==> src/rtl/bus_pkg.sv <==
// Shared bus definitions: data width and the source codes used by the bus mux,
// register file and control unit.
package bus_pkg;

  localparam int unsigned DATA_W  = 32;
  localparam int unsigned NUM_SRC = 24;
  localparam int unsigned SEL_W   = 5;

  localparam logic [SEL_W-1:0] SRC_R0     = 5'd0;
  localparam logic [SEL_W-1:0] SRC_R1     = 5'd1;
  localparam logic [SEL_W-1:0] SRC_R2     = 5'd2;
  localparam logic [SEL_W-1:0] SRC_R3     = 5'd3;
  localparam logic [SEL_W-1:0] SRC_R4     = 5'd4;
  localparam logic [SEL_W-1:0] SRC_R5     = 5'd5;
  localparam logic [SEL_W-1:0] SRC_R6     = 5'd6;
  localparam logic [SEL_W-1:0] SRC_R7     = 5'd7;
  localparam logic [SEL_W-1:0] SRC_R8     = 5'd8;
  localparam logic [SEL_W-1:0] SRC_R9     = 5'd9;
  localparam logic [SEL_W-1:0] SRC_R10    = 5'd10;
  localparam logic [SEL_W-1:0] SRC_R11    = 5'd11;
  localparam logic [SEL_W-1:0] SRC_R12    = 5'd12;
  localparam logic [SEL_W-1:0] SRC_R13    = 5'd13;
  localparam logic [SEL_W-1:0] SRC_R14    = 5'd14;
  localparam logic [SEL_W-1:0] SRC_R15    = 5'd15;
  localparam logic [SEL_W-1:0] SRC_HI     = 5'd16;
  localparam logic [SEL_W-1:0] SRC_LO     = 5'd17;
  localparam logic [SEL_W-1:0] SRC_ZHIGH  = 5'd18;
  localparam logic [SEL_W-1:0] SRC_ZLOW   = 5'd19;
  localparam logic [SEL_W-1:0] SRC_PC     = 5'd20;
  localparam logic [SEL_W-1:0] SRC_MDR    = 5'd21;
  localparam logic [SEL_W-1:0] SRC_INPORT = 5'd22;
  localparam logic [SEL_W-1:0] SRC_C      = 5'd23;

endpackage

==> src/rtl/src_encoder.sv <==
// Priority encoder for the bus out-enables: lowest set index wins, plus
// any/multiple-enable indications for idle and conflict handling.
module src_encoder
  import bus_pkg::*;
(
  input  logic [NUM_SRC-1:0] en,
  output logic [SEL_W-1:0]   sel,
  output logic               any_en,
  output logic               multi_en
);

  localparam logic [NUM_SRC-1:0] One = {{(NUM_SRC-1){1'b0}}, 1'b1};

  always_comb begin
    sel = '0;
    for (int i = NUM_SRC - 1; i >= 0; i--) begin
      if (en[i]) sel = SEL_W'(i);
    end
  end

  assign any_en   = |en;
  // Clearing the lowest set bit leaves something only if 2+ bits were set.
  assign multi_en = |(en & (en - One));

endmodule

==> src/rtl/bus_source_mux.sv <==
// Read side of the datapath bus: encodes the out-enables, registers the chosen
// source word onto the bus and tracks multi-driver conflicts.
module bus_source_mux #(
  parameter int unsigned DATA_W    = bus_pkg::DATA_W,
  parameter int unsigned N_SRC     = bus_pkg::NUM_SRC,
  parameter int unsigned HOLD_IDLE = 1,
  parameter int unsigned CNT_W     = 8
) (
  input  logic                 clk,
  input  logic                 clr,
  input  logic [15:0]          r_out,
  input  logic                 hi_out,
  input  logic                 lo_out,
  input  logic                 zhi_out,
  input  logic                 zlo_out,
  input  logic                 pc_out,
  input  logic                 mdr_out,
  input  logic                 inport_out,
  input  logic                 c_out,
  input  logic [16*DATA_W-1:0] reg_data,
  input  logic [DATA_W-1:0]    hi_data,
  input  logic [DATA_W-1:0]    lo_data,
  input  logic [DATA_W-1:0]    zhi_data,
  input  logic [DATA_W-1:0]    zlo_data,
  input  logic [DATA_W-1:0]    pc_data,
  input  logic [DATA_W-1:0]    mdr_data,
  input  logic [DATA_W-1:0]    inport_data,
  input  logic [DATA_W-1:0]    c_sign_ext,
  input  logic                 conflict_clr,
  output logic [DATA_W-1:0]    bus_mux_out,
  output logic                 bus_valid,
  output logic [4:0]           bus_sel,
  output logic                 conflict,
  output logic [CNT_W-1:0]     conflict_cnt
);

  import bus_pkg::*;

  localparam logic [CNT_W-1:0] CntMax = {CNT_W{1'b1}};

  logic [N_SRC-1:0]  src_en;
  logic [SEL_W-1:0]  enc_sel;
  logic              any_en;
  logic              multi_en;
  logic [DATA_W-1:0] reg_word [16];
  logic [DATA_W-1:0] sel_data;

  logic [DATA_W-1:0] bus_d, bus_q;
  logic [SEL_W-1:0]  sel_d, sel_q;
  logic              valid_d, valid_q;
  logic              conf_d, conf_q;
  logic [CNT_W-1:0]  cnt_d, cnt_q;

  // Bit order matches the source codes, so the enable index is the code.
  assign src_en = {c_out, inport_out, mdr_out, pc_out, zlo_out, zhi_out, lo_out, hi_out, r_out};

  src_encoder u_src_encoder (
    .en       (src_en),
    .sel      (enc_sel),
    .any_en   (any_en),
    .multi_en (multi_en)
  );

  for (genvar i = 0; i < 16; i++) begin : g_reg_word
    assign reg_word[i] = reg_data[i*DATA_W +: DATA_W];
  end

  always_comb begin
    sel_data = reg_word[enc_sel[3:0]];
    case (enc_sel)
      SRC_HI:     sel_data = hi_data;
      SRC_LO:     sel_data = lo_data;
      SRC_ZHIGH:  sel_data = zhi_data;
      SRC_ZLOW:   sel_data = zlo_data;
      SRC_PC:     sel_data = pc_data;
      SRC_MDR:    sel_data = mdr_data;
      SRC_INPORT: sel_data = inport_data;
      SRC_C:      sel_data = c_sign_ext;
      default:    sel_data = reg_word[enc_sel[3:0]];
    endcase
  end

  always_comb begin
    bus_d   = bus_q;
    sel_d   = sel_q;
    valid_d = 1'b0;
    if (any_en) begin
      bus_d   = sel_data;
      sel_d   = enc_sel;
      valid_d = 1'b1;
    end else if (HOLD_IDLE == 0) begin
      bus_d = '0;
    end
  end

  // A clear in the same cycle as a conflict discards that conflict entirely.
  always_comb begin
    conf_d = conf_q;
    cnt_d  = cnt_q;
    if (conflict_clr) begin
      conf_d = 1'b0;
      cnt_d  = '0;
    end else if (multi_en) begin
      conf_d = 1'b1;
      if (cnt_q != CntMax) cnt_d = cnt_q + 1'b1;
    end
  end

  always_ff @(posedge clk) begin
    if (clr) begin
      bus_q   <= '0;
      sel_q   <= '0;
      valid_q <= 1'b0;
      conf_q  <= 1'b0;
      cnt_q   <= '0;
    end else begin
      bus_q   <= bus_d;
      sel_q   <= sel_d;
      valid_q <= valid_d;
      conf_q  <= conf_d;
      cnt_q   <= cnt_d;
    end
  end

  assign bus_mux_out  = bus_q;
  assign bus_sel      = sel_q;
  assign bus_valid    = valid_q;
  assign conflict     = conf_q;
  assign conflict_cnt = cnt_q;

endmodule

==> config.mk <==
export PLATFORM = sky130hd
export DESIGN_NAME = bus_source_mux
export DESIGN_NICKNAME = d
export VERILOG_FILES = /design/src/rtl/bus_pkg.sv /design/src/rtl/src_encoder.sv /design/src/rtl/bus_source_mux.sv
export SDC_FILE = /design/constraint.sdc
export NUM_CORES = 1
export LEC_CHECK = 0
export CAP_MARGIN = 20
export CORE_AREA = 2 2 327 329
export DETAILED_ROUTE_END_ITERATION = 6
export DIE_AREA = 0 0 329 331
export MAX_ROUTING_LAYER = met4
export PLACE_DENSITY = 0.3
export SLEW_MARGIN = 20
export SYNTH_ARGS = -nofsm -noshare
export SYNTH_HDL_FRONTEND = slang
export SYNTH_SLANG_ARGS = --single-unit
==> constraint.sdc <==
create_clock -name clk -period 3.84 [get_ports clk]
set_clock_uncertainty 0.15 [all_clocks]
set_input_delay 0.768 -clock clk [delete_from_list [all_inputs] [get_ports clk]]
set_output_delay 0.768 -clock clk [all_outputs]
set_load 0.005 [all_outputs]
==> results.md <==
* Seq cells post-synth at 47
* Core Area at 105000 µm²
* Worst slew pin tran at 0.742 ns
* Largest net degree at the start of global routing at 28
* Synth unique cells at 73
* Synth-to-layout area growth at 169%
* Max-cap violations at 0
* Lkg Pwr at 8.16 nW
* Drt total wl at 111000 µm
* Synth warn at 0
* Worst rel slew slack at 50.5%
* Total CTS buffers at 5
* Die H at 331 µm
* Post-synth EDFFs at 0
* Deepest clock path buffer count at 2
* Setup_tns at 0 ns
* Syn avg cell area at 6.72 µm²
* Setup Crit Path Kind: input port to flip-flop
* Asr flop ratio synth at 0%
* Dpl ws at -1.04 ns
* Routed via count at 15066
* Routed len/inst at 30.1 µm
* # rows at 119
* Clock Latency Late Sink at 0.34 ns
* Area post-placement at 20700 µm²
* Slowest cell on crit path: a222oi_1
* Total Routing Usage GR at 19.8%
* Routability congestion estimate at 0.889
* PwrDens at 155 nW/µm²
* Non-filler instance count after layout at 3671
* Metal3 WL at 7140 µm
* Final hold viol count at 0
* Worst setup EP type: flip-flop
* Drt initial violations at 933
* Worst reg-to-reg setup slack at 2.04 ns
* Vias per inst at 4.10
* Worst EP required at 3.94 ns
* Worst hold slack at 0.312 ns
* Drt first pass iters at 7
* Met1 wire length at 44500 µm
* Syn Std Cell Area at 8070 µm²
* Met2 wire length at 56800 µm
* DRC Markers at 0
* Top sig layer: met4
* Clock-pin slew on the worst setup and hold paths at 0.10 ns
* Wire length of the first global-routing pass at 141000 µm
* Category of the worst setup path launch point: input port
* Hpwl dp at 95500 µm
* Nets at 3049
* Final worst setup slack at 0.0667 ns
* Inst Count DP at 3606
* Worst Hold Class: flip-flop to flip-flop
* Max VDD drop at 0.000162 V
* Crit share post-route at 98.3%
* IO Pins at 842
* Ys flop type: dfxtp_1
* Initial core utilization at 7.69%
* Cell mode on critical path: buf_4
* Antenna Nets Post-Route at 0
* Die width at 329 µm
* Final Cell Area at 21700 µm²
* Synth Instances at 1202
* Crit Path Max Fanout at 22
* Crit-path cells: dlygate4sd2_1, or3_4, nor3_4, buf_4, o41ai_4, buf_4, buf_4, buf_12, and3_1, a221o_1, a222oi_1, o211ai_1, a22o_1
* Status: complete, no violations
* IO Port Bufs at 841
* CTS tree: done
* CP arrival at 3.87 ns
* CTS root buf: clkbuf_16
* H-tree depth at 2
* Syn nets at 1998
* Vias in the first global route at 15948
* Maximum clock rate at 0.265 GHz
* Setup violators final at 0
* Fin crit period at 3.77 ns
* Initial antenna violation count at 47
* Biggest cell delay along the critical path at 0.61 ns
* Die ar. at 109000 µm²
* Clock sinks at 47
* Sequential area share after synthesis at 11.7%
* Final Max Slew Viols at 0
* Share of cells above drive strength 1 at 19.5%
* Grt ovf at 0
==> kinds of logic after synthesis <==
group,count (synthesis),synth area share [%]
fa+ha+maj,3,0.403
flops,47,11.7
xor+xnor,4,0.434
mux,49,6.23
buf+inv,149,7.46
simple gates,364,20.5
compound gates,586,53.4
==> registers in the layout, summed over array words and instances (netlist names) <==
| signal | flops |
|---|---|
| bus_sel | 5 |
| conflict_cnt | 8 |
| bus_mux_out | 32 |
| conflict | 1 |
| bus_valid | 1 |
==> synthesized netlist by cell type, types with 14 or more instances <==
cell       instances  share of area (%)
mux2i_1           45                5.6
o221ai_1          14                1.5
inv_1             17               0.79
o2bb2ai_1         14                1.5
nand2_1          213                9.9
a21oi_1          189                 12
buf_2             19                1.2
a22o_1            40                4.3
dfxtp_1           47                 12
a221oi_1          25                2.7
a32o_1            22                2.7
o211ai_1          34                3.2
a22oi_1           43                4.0
a222oi_1          20                2.5
a221o_1           71                8.8
o21ai_0           28                1.7
nand3_1           40                2.5
clkbuf_1          98                4.6
o22ai_1           20                1.6
nor2_1            37                1.7
==> metrics by stage <==
step	total power, mW	utilization [%]
3_3_place_gp	2.66	19.7
6_report	3.36	20.7
5_1_grt	3.55	20.7
4_1_cts	3.41	20.4
2_1_floorplan	1.06	-
3_5_place_dp	2.65	19.7
==> power by group <==
part / internal (mW) / switching, mW
logic: 1.29 / 0.891
registers: 0.523 / 0.0306
clock network: 0.313 / 0.311
total: 2.13 / 1.23
==> per-layer routing <==
layer  vias to the layer above  GRT usage (%)
met5                         -              -
met3                        72           4.87
met2                       697           34.9
met4                         0           5.29
met1                      7363           22.1
li1                       6934              -
==> layout by cell type, fill, tap and decap left out, drive strengths merged, types with 27 or more instances in the layout <==
| cell | n |
|---|---|
| a21oi | 189 |
| a221o | 71 |
| a221oi | 27 |
| a22o | 40 |
| a22oi | 43 |
| buf | 329 |
| clkdlybuf4s50 | 817 |
| dfxtp | 47 |
| mux2i | 45 |
| nand2 | 213 |
| nand3 | 40 |
| nor2 | 37 |
| o211ai | 34 |
| o21ai | 35 |
==> path summary, 6_finish.rpt <==
| kind | startpoint | endpoint | cells after the start |
|---|---|---|---|
| min | bus_sel[0] | bus_sel[0] | 2 |
| max reg2reg | conflict_cnt[0] | conflict_cnt[3] | 7 |
| min reg2reg | bus_sel[0] | bus_sel[0] | 2 |
| max | r_out[11] | bus_mux_out[22] | 13 |
==> cell type report <==
cell class                      instances  area (µm²)
Clock inverter                          3        46.3
Clock buffer                            5         125
Tap cell                             1391        1740
Fill cell                           11778       83200
Antenna cell                           26        65.1
Multi-Input combinational cell       1006        6970
Sequential cell                        47         941
Timing Repair Buffer                 1176       11800
Inverter                               17        63.8
==> critical path: cells and delay by family <==
family	cells	cell delay [ns]
compound gates	5	1.43
buf+inv	5	0.92
simple gates	3	0.73
==> repair_timing <==
action	CTS	global route
setup endpoints to repair	32	39
setup buffers	16	10
hold buffers	0	0
gates resized for setup	66	66
pin swaps	21	20
gates cloned	3	2
Note: power is estimated with default switching activity, not from simulation.
